**config.mk**
```make
export PLATFORM = sky130hd
export DESIGN_NAME = bp_cfg_link_responder
export DESIGN_NICKNAME = d
export VERILOG_FILES = /design/src/rtl/bp_cfg_link_pkg.sv /design/src/rtl/bsg_dff_reset_en.sv /design/src/rtl/bp_cfg_link_responder.sv
export SDC_FILE = /design/constraint.sdc
export NUM_CORES = 1
export LEC_CHECK = 0
export ABC_AREA = 0
export BUFFER_PORTS_ARGS = -buffer_cell sky130_fd_sc_hd__buf_2
export CAP_MARGIN = 20
export CORE_MARGIN = 4
export CORE_UTILIZATION = 51
export CTS_CLUSTER_DIAMETER = 120
export DETAILED_ROUTE_END_ITERATION = 8
export PLACE_DENSITY = 0.92
export SETUP_SLACK_MARGIN = 0.4
export SLEW_MARGIN = 5
export SYNTH_ARGS = -nofsm -noshare
export SYNTH_HDL_FRONTEND = slang
export SYNTH_SLANG_ARGS = --single-unit
```
**constraint.sdc**
```tcl
create_clock -name clk_i -period 2.9 [get_ports clk_i]
set_clock_uncertainty 0.05 [all_clocks]
set_input_delay 0 -clock clk_i [delete_from_list [all_inputs] [get_ports clk_i]]
set_output_delay 0 -clock clk_i [all_outputs]
set_load 0.02 [all_outputs]
```
**src/rtl/bp_cfg_link_pkg.sv**
```systemverilog
// bp_cfg_link_pkg: shared widths, register map and command/response types for the cfg link responder.
package bp_cfg_link_pkg;
  localparam int cfg_core_width_lp = 8;
  localparam int cfg_addr_width_lp = 16;
  localparam int cfg_data_width_lp = 32;
  localparam int vaddr_width_lp    = 39;
  localparam logic [cfg_core_width_lp-1:0] cfg_bcast_id_lp = '1;
  typedef enum logic [cfg_addr_width_lp-1:0] {
    e_cfg_freeze  = 16'h0001,
    e_cfg_icache  = 16'h0002,
    e_cfg_dcache  = 16'h0003,
    e_cfg_cce     = 16'h0004,
    e_cfg_npc_lo  = 16'h0010,
    e_cfg_npc_hi  = 16'h0011
  } bp_cfg_addr_e;
  typedef struct packed {
    logic [cfg_core_width_lp-1:0] core_id;
    logic [cfg_addr_width_lp-1:0] addr;
    logic                         we;
    logic [cfg_data_width_lp-1:0] data;
  } bp_cfg_cmd_s;
  typedef struct packed {
    logic                         err;
    logic [cfg_data_width_lp-1:0] data;
  } bp_cfg_resp_s;
endpackage

```
**src/rtl/bsg_dff_reset_en.sv**
```systemverilog
// bsg_dff_reset_en: enabled register with synchronous active-high reset to a parameterised value.
module bsg_dff_reset_en #(
  parameter int                 width_p     = 1,
  parameter logic [width_p-1:0] reset_val_p = '0
) (
  input  logic               clk_i,
  input  logic               reset_i,
  input  logic               en_i,
  input  logic [width_p-1:0] data_i,
  output logic [width_p-1:0] data_o
);
  always_ff @(posedge clk_i)
    if (reset_i) data_o <= reset_val_p;
    else if (en_i) data_o <= data_i;
endmodule

```
**src/rtl/bp_cfg_link_responder.sv**
```systemverilog
// bp_cfg_link_responder: per-tile cfg link endpoint holding freeze, cache/CCE modes and NPC.
module bp_cfg_link_responder
  import bp_cfg_link_pkg::*;
#(
  parameter int cfg_core_width_p = cfg_core_width_lp,
  parameter int cfg_addr_width_p = cfg_addr_width_lp,
  parameter int cfg_data_width_p = cfg_data_width_lp,
  parameter int vaddr_width_p    = vaddr_width_lp
) (
  input  logic                        clk_i,
  input  logic                        reset_i,
  input  logic [cfg_core_width_p-1:0] my_core_id_i,
  input  logic                        cmd_v_i,
  output logic                        cmd_ready_o,
  input  logic [cfg_core_width_p-1:0] cmd_core_id_i,
  input  logic [cfg_addr_width_p-1:0] cmd_addr_i,
  input  logic                        cmd_we_i,
  input  logic [cfg_data_width_p-1:0] cmd_data_i,
  output logic                        resp_v_o,
  input  logic                        resp_ready_i,
  output logic [cfg_data_width_p-1:0] resp_data_o,
  output logic                        resp_err_o,
  output logic                        freeze_o,
  output logic [1:0]                  icache_mode_o,
  output logic [1:0]                  dcache_mode_o,
  output logic                        cce_mode_o,
  output logic [vaddr_width_p-1:0]    npc_o,
  output logic                        npc_w_v_o
);
  localparam int npc_hi_w_lp = vaddr_width_p - cfg_data_width_p;
  typedef enum logic {e_ready, e_resp} state_e;
  state_e state_q, state_d;
  bp_cfg_cmd_s  cmd;
  bp_cfg_resp_s resp_d, resp_q;
  logic bcast, match, hs, wr_v, rd_v, mapped;
  logic [cfg_data_width_p-1:0] rd_data;
  logic [cfg_data_width_p-1:0] npc_lo_q;
  logic [npc_hi_w_lp-1:0]      npc_hi_q;
  assign cmd   = '{core_id: cmd_core_id_i, addr: cmd_addr_i, we: cmd_we_i, data: cmd_data_i};
  assign bcast = (cmd.core_id == cfg_bcast_id_lp);
  assign match = bcast | (cmd.core_id == my_core_id_i);
  assign hs    = cmd_v_i & (state_q == e_ready) & ~reset_i;
  assign wr_v  = hs & match & cmd.we;
  assign rd_v  = hs & match & ~cmd.we;
  always_ff @(posedge clk_i) state_q <= reset_i ? e_ready : state_d;
  always_comb begin
    cmd_ready_o = (state_q == e_ready) & ~reset_i;
    resp_v_o    = (state_q == e_resp);
    state_d     = rd_v ? e_resp : (resp_v_o & resp_ready_i) ? e_ready : state_q;
  end
  // Broadcast reads are rejected: every tile would answer on the shared link.
  always_comb begin
    mapped = cmd.addr inside {e_cfg_freeze, e_cfg_icache, e_cfg_dcache, e_cfg_cce, e_cfg_npc_lo, e_cfg_npc_hi};
    rd_data = (cmd.addr == e_cfg_freeze) ? cfg_data_width_p'(freeze_o)
            : (cmd.addr == e_cfg_icache) ? cfg_data_width_p'(icache_mode_o)
            : (cmd.addr == e_cfg_dcache) ? cfg_data_width_p'(dcache_mode_o)
            : (cmd.addr == e_cfg_cce)    ? cfg_data_width_p'(cce_mode_o)
            : (cmd.addr == e_cfg_npc_lo) ? npc_lo_q
            : (cmd.addr == e_cfg_npc_hi) ? cfg_data_width_p'(npc_hi_q)
            : '0;
    resp_d.err  = bcast | ~mapped;
    resp_d.data = resp_d.err ? '0 : rd_data;
  end
  bsg_dff_reset_en #(.width_p($bits(bp_cfg_resp_s))) resp_reg (
    .clk_i, .reset_i, .en_i(rd_v), .data_i(resp_d), .data_o(resp_q));
  bsg_dff_reset_en #(.width_p(1), .reset_val_p(1'b1)) freeze_reg (
    .clk_i, .reset_i, .en_i(wr_v & (cmd.addr == e_cfg_freeze)), .data_i(cmd.data[0]), .data_o(freeze_o));
  bsg_dff_reset_en #(.width_p(2)) icache_reg (
    .clk_i, .reset_i, .en_i(wr_v & (cmd.addr == e_cfg_icache)), .data_i(cmd.data[1:0]), .data_o(icache_mode_o));
  bsg_dff_reset_en #(.width_p(2)) dcache_reg (
    .clk_i, .reset_i, .en_i(wr_v & (cmd.addr == e_cfg_dcache)), .data_i(cmd.data[1:0]), .data_o(dcache_mode_o));
  bsg_dff_reset_en #(.width_p(1)) cce_reg (
    .clk_i, .reset_i, .en_i(wr_v & (cmd.addr == e_cfg_cce)), .data_i(cmd.data[0]), .data_o(cce_mode_o));
  bsg_dff_reset_en #(.width_p(cfg_data_width_p)) npc_lo_reg (
    .clk_i, .reset_i, .en_i(wr_v & (cmd.addr == e_cfg_npc_lo)), .data_i(cmd.data), .data_o(npc_lo_q));
  bsg_dff_reset_en #(.width_p(npc_hi_w_lp)) npc_hi_reg (
    .clk_i, .reset_i, .en_i(wr_v & (cmd.addr == e_cfg_npc_hi)), .data_i(cmd.data[npc_hi_w_lp-1:0]), .data_o(npc_hi_q));
  // The high-half write completes the NPC, so it alone raises the pulse.
  bsg_dff_reset_en #(.width_p(1)) npc_w_v_reg (
    .clk_i, .reset_i, .en_i(1'b1), .data_i(wr_v & (cmd.addr == e_cfg_npc_hi)), .data_o(npc_w_v_o));
  assign npc_o       = {npc_hi_q, npc_lo_q};
  assign resp_data_o = resp_q.data;
  assign resp_err_o  = resp_q.err;
endmodule

```
## Word level (Yosys, flattened, before mapping)

Cells that the tools add are included.
Widths: inputs -> output; s select.

- Output and inout bits: 81
- Word-level logic and storage cells: 47
- Bits of input ports: 69
- Register bits: 80

- Reductions and logical operators: 2
- Multiplexer cells: 9
- Equality and inequality tests: 8
- Bitwise logic cells: 19

Operators with widths:

| kind | number |
|---|---|
| $mux 32 | 6 |
| $eq 16x2->1 const B | 2 |
| $eq 16x5->1 const B | 2 |
| $eq 16x1->1 const B | 1 |
| $eq 16x3->1 const B | 1 |
| $and 1x1->1 | 13 |
| $eq 8x8->1 | 1 |
| $eq 8x8->1 const B | 1 |
| $mux 7 | 1 |
| $reduce_bool 6->1 | 1 |
| $not 1->1 | 4 |
| $mux 1 | 2 |
| $or 1x1->1 | 2 |
| $reduce_bool 2->1 | 1 |

## Longest topological paths before layout

- Word-level depth: 8
- Gate-level depth with buffers: 7
- Depth with buffers taken out: 5

## Modules after synthesis

From an unflattened synthesis, not the netlist that was laid out.

- Cells, all modules: 361
- Area, all modules: 3643.5 µm²

Modules (own cells, without submodules):

| module | sequential area each (µm²) | cells each | instances | area an instance (µm²) |
|---|---|---|---|---|
| bsg_dff_reset_en at resp_reg | 660.6 | 107 | 1 | 1202.4 |
| bsg_dff_reset_en at npc_lo_reg | 640.6 | 103 | 1 | 1163.6 |
| bp_cfg_link_responder | 20.0 | 108 | 1 | 792.0 |
| bsg_dff_reset_en at npc_hi_reg | 140.1 | 22 | 1 | 247.7 |
| bsg_dff_reset_en at dcache_reg ... | 40.0 | 6 | 2 | 67.6 |
| bsg_dff_reset_en at cce_reg ... | 20.0 | 3 | 2 | 33.8 |
| bsg_dff_reset_en at freeze_reg | 20.0 | 3 | 1 | 35.0 |

## Least setup slack after synthesis

OpenSTA, ideal clock, no wires.

- Path kind: input to register
- Start: input port cmd_addr_i[9]
- End: register resp_reg.data_o[12]
- Setup slack: 0.992 ns
- Path buffers: 2
- Data arrival time: 1.799 ns
- Setup time: 0.059 ns
- Data required time: 2.791 ns
- Stages: 7
- Cell sequence: or4_1 -> buf_2 -> nor4_4 -> nand2b_1 -> nor4_4 -> buf_6 -> a22o_1

- Word-level cells in the longest chain between the ends: 7
- Elaborated cells between the ends (all ways): 15
- Classes of those cells: eq/ne (6); mux (6); bitwise (2); reduce/logical (1)

Ends and longest elaborated chain:

| element | line | text |
|---|---|---|
| start, declared | bp_cfg_link_responder.sv:16 | `input logic [cfg_addr_width_p-1:0] cmd_addr_i,` |
| $eq 16x5->1 | bp_cfg_link_responder.sv:53, bp_cfg_link_responder.sv:58 |  |
| $mux 32 | bp_cfg_link_responder.sv:58 | `: (cmd.addr == e_cfg_npc_lo) ? npc_lo_q` |
| $mux 32 | bp_cfg_link_responder.sv:57 | `: (cmd.addr == e_cfg_cce) ? cfg_data_width_p'(cce_mode_o)` |
| $mux 32 | bp_cfg_link_responder.sv:56 | `: (cmd.addr == e_cfg_dcache) ? cfg_data_width_p'(dcache_mode_o)` |
| $mux 32 | bp_cfg_link_responder.sv:55 | `: (cmd.addr == e_cfg_icache) ? cfg_data_width_p'(icache_mode_o)` |
| $mux 32 | bp_cfg_link_responder.sv:54 | `rd_data = (cmd.addr == e_cfg_freeze) ? cfg_data_width_p'(freeze_o)` |
| $mux 32 (*) | bp_cfg_link_responder.sv:62 | `resp_d.data = resp_d.err ? '0 : rd_data;` |
| end signal, assigned | bsg_dff_reset_en.sv:13 | `if (reset_i) data_o <= reset_val_p;` |
| end signal, assigned | bsg_dff_reset_en.sv:14 | `else if (en_i) data_o <= data_i;` |
| end, declared | bsg_dff_reset_en.sv:10 | `output logic [width_p-1:0] data_o` |

Every way passes the cells marked *; elsewhere a longest branch is shown, timed or not.
A chain may end at the register's enable or synchronous reset.

## Final worst setup path

- Start: input port cmd_addr_i[9]
- End: register npc_lo_reg.data_o[2]

- Word-level cells in the longest chain between the ends: 2

Ends and longest elaborated chain:

| element | line | text |
|---|---|---|
| $eq 16x5->1 | bp_cfg_link_responder.sv:75 | `.clk_i, .reset_i, .en_i(wr_v & (cmd.addr == e_cfg_npc_lo)), .data_i(cmd.data), .data_o(npc_lo_q));` |
| $and 1x1->1 | bp_cfg_link_responder.sv:75 |  |
| end signal, assigned | bsg_dff_reset_en.sv:13 |  |
| end signal, assigned | bsg_dff_reset_en.sv:14 |  |
| end, declared | bsg_dff_reset_en.sv:10 |  |

Every way passes these cells.

==> results_dict.tcl <==
set metrics [dict create \
    antenna_found_initial 0 \
    clk_path_buf_depth 2 \
    slew_headroom_pct 49.0 \
    vdd_ir_drop_max_uv 237 \
    post-route-drc-count 0 \
    gp_congestion 0.887 \
    insertion_delay_ns 0.35 \
    portBuffers 149 \
    r2r_slack_ns 0.86 \
    drive_above_1_share_pct 34.2 \
    fin_crit_sh_pct 71.7 \
    grtUsageTotal_pct 26.1 \
    fin_nets 605 \
    synth_area_leaders "dfxtp_1 (47%), nand4_1 (7.5%), a21oi_1 (6.9%), a22o_1 (6.7%), o21ai_0 (6.3%)" \
    grt_pass1_wl_um 16600 \
    die_y_um 89.7 \
    design.die.area_mm2 0.00804 \
    h-tree-depth 3 \
    crit_path_max_fanout 32 \
    clock-sinks 80 \
    cts_made_buffers 9 \
    max_cap_violations 0 \
    die_w_um 89.7 \
    synth_cells 370 \
    initial_core_util_pct 53.0 \
    max_stage_delay_ns 0.70 \
    grt_pass1_vias 3631 \
    synth_ff_type "dfxtp_1" \
    ys_types 42 \
    wl_per_cell_um 17.0 \
    rsz0062_at_grt "no" \
    synth-warning-count 0 \
    area_delta_synth_final_pct 39.2 \
    ys_ff_latch 80 \
    synthTopCellsByCount "dfxtp_1 (80), a21oi_1 (47), o21ai_0 (43)" \
    crit_path_top_delay_cell "or4_1" \
    seq_area_frac_synth_pct 47.1 \
    dp_hpwl_um 7060 \
    avgSynthCellArea_um2 9.20 \
    worstSetupEndpointType "flip-flop" \
    synth-async-reset-ratio_pct 0 \
    synth_edf_count 0 \
    status "completed" \
    synth_top_area_share_pct 47.1 \
    crit_required_ns 3.07 \
    drt-total-wl_um 10500 \
    hold_path.class "primary input to flip-flop" \
    setup_viol 0 \
    final_hold_viol_count 0 \
    critPathLaunchType "primary input" \
    grt_max_degree 48 \
    drt-initial-drc-count 230 \
    clk_pin_slew_ns 0.08 \
    tns_ns 0 \
    yosysMostFrequentCell "dfxtp_1" \
    ios 150 \
    crit_chain "buf_2 -> or4_1 -> nor4_4 -> nand2_2 -> o21ai_0 -> a21oi_1" \
    cts_tree "done" \
    clock.fmax_mhz 481 \
    drv_slew 0 \
    period_minus_slack_ns 2.08 \
    power_density_mw_per_mm2 460 \
    n_fill_cell 447 \
    dp_cells 568 \
    core_area_mm2 0.00642 \
    synth_area_mm2 0.00340 \
    vias 3781 \
    crit_arrival_ns 2.25 \
    grt_overflow 0 \
    tightest_slew_ns 0.765 \
    synth_nets 439 \
    via_per_inst 6.12 \
    clock-root-buffer "clkbuf_8" \
    num_rows 29 \
    p_leak_nw 2.04 \
    diodes 0 \
    crit_type "primary input to flip-flop" \
    drtPass1Iterations 5 \
    yosysTopAreaCell "dfxtp_1" \
    drtAntennaViolNets 0 \
    final_cells 618 \
]
==> flip-flops by register name (all words and copies together), names as in the netlist, 2 cells and up <==
register / flops
resp_reg.data_o: 33
dcache_reg.data_o: 2
npc_hi_reg.data_o: 7
npc_lo_reg.data_o: 32
icache_reg.data_o: 2
==> routing by layer <==
layer | up-vias | wire length, µm | global-route usage, %
li1 | 1750 | - | -
met1 | 1772 | 4090 | 31.0
met2 | 229 | 5250 | 44.9
met3 | 30 | 943 | 5.84
met4 | 0 | 242 | 11.2
met5 | - | 0 | 0
==> layout by cell type, fill, tap and decap left out, types with 2 or more instances in the layout <==
master           n
clkinv_2         2
a22o_1          26
and2_1           2
o2bb2ai_1        6
or3_1            2
mux2i_1          3
nand3_1          6
nand4_1         41
nor4_4           4
nand2b_1         5
dlygate4sd3_1   33
xor2_1           8
buf_4            9
nor3_1           4
a21oi_1         46
clkbuf_8        10
inv_1            2
nor2_1           8
o21ai_0         43
buf_2          149
nor4_1           9
dfxtp_1         80
nand2_1          5
nor3b_1          3
a22oi_1          6
bufinv_16        2
or4_1            5
==> final timing paths <==
kind / depth (start not counted) / startpoint / to
setup / recovery: 6 / cmd_addr_i[9] / npc_lo_reg.data_o[2]$_SDFFE_PP0P_
hold / removal: 5 / cmd_we_i / dcache_reg.data_o[0]$_SDFFE_PP0P_
setup reg to reg: 6 / resp_v_o$_SDFFE_PP0P_ / cce_reg.data_o$_SDFFE_PP0P_
hold reg to reg: 1 / resp_reg.data_o[6]$_SDFFE_PP0P_ / resp_reg.data_o[6]$_SDFFE_PP0P_
==> logic make-up after synthesis <==
logic type / Yosys count / share of synthesized area, %
XOR/XNOR: 8 / 2.06
flip-flops: 80 / 47.1
AO/OA/AOI/OAI: 136 / 24.8
buffers and inverters: 39 / 4.85
AND/OR/NAND/NOR: 104 / 20.3
multiplexers: 3 / 0.882
==> critical path: cells and delay by family <==
kind,cells,cell delay [ns]
buffers and inverters,1,0.11
AOI/OAI and AO/OA,2,0.44
and+or+nand+nor,3,1.69
==> power breakdown <==
group / internal (W) / switching [W]
combinational: 0.0000823 / 0.0000835
clock: 0.000509 / 0.000408
sequential: 0.00110 / 0.0000000335
==> through the flow <==
stage / util (%) / worst slack, ns / hold slack, ns / total power [W] / area [µm²]
global route: 73.8 / 0.623 / 0.0453 / 0.00225 / 4740
floorplan: - / 0.992 / 0.102 / 0.00118 / 3400
detailed placement: 64.9 / 0.168 / 0.216 / 0.00125 / 4170
global placement: 64.9 / 0.325 / 0.210 / 0.00125 / 4170
finish: 73.8 / 0.819 / 0.0346 / 0.00218 / 4740
CTS: 73.5 / 0.513 / 0.0242 / 0.00218 / 4720
==> layout make-up <==
type / count / area, µm² / share of cell area, %
Clock buffer: 11 / 141 / 2.98
Timing Repair Buffer: 192 / 1160 / 24.5
Clock inverter: 5 / 78.8 / 1.66
Sequential cell: 80 / 1600 / 33.8
Inverter: 2 / 7.51 / 0.158
Tap cell: 77 / 96.3 / 2.03
Multi-Input combinational cell: 251 / 1650 / 34.9
==> timing repair <==
action                                  in CTS  in global routing
endpoints found under the hold margin       46                  0
hold buffers                                33                  0
endpoints found under the setup margin       0                 24
buffers inserted                             0                  0
gates resized for setup                      0                  1
Note: power is estimated with default switching activity, not from simulation.
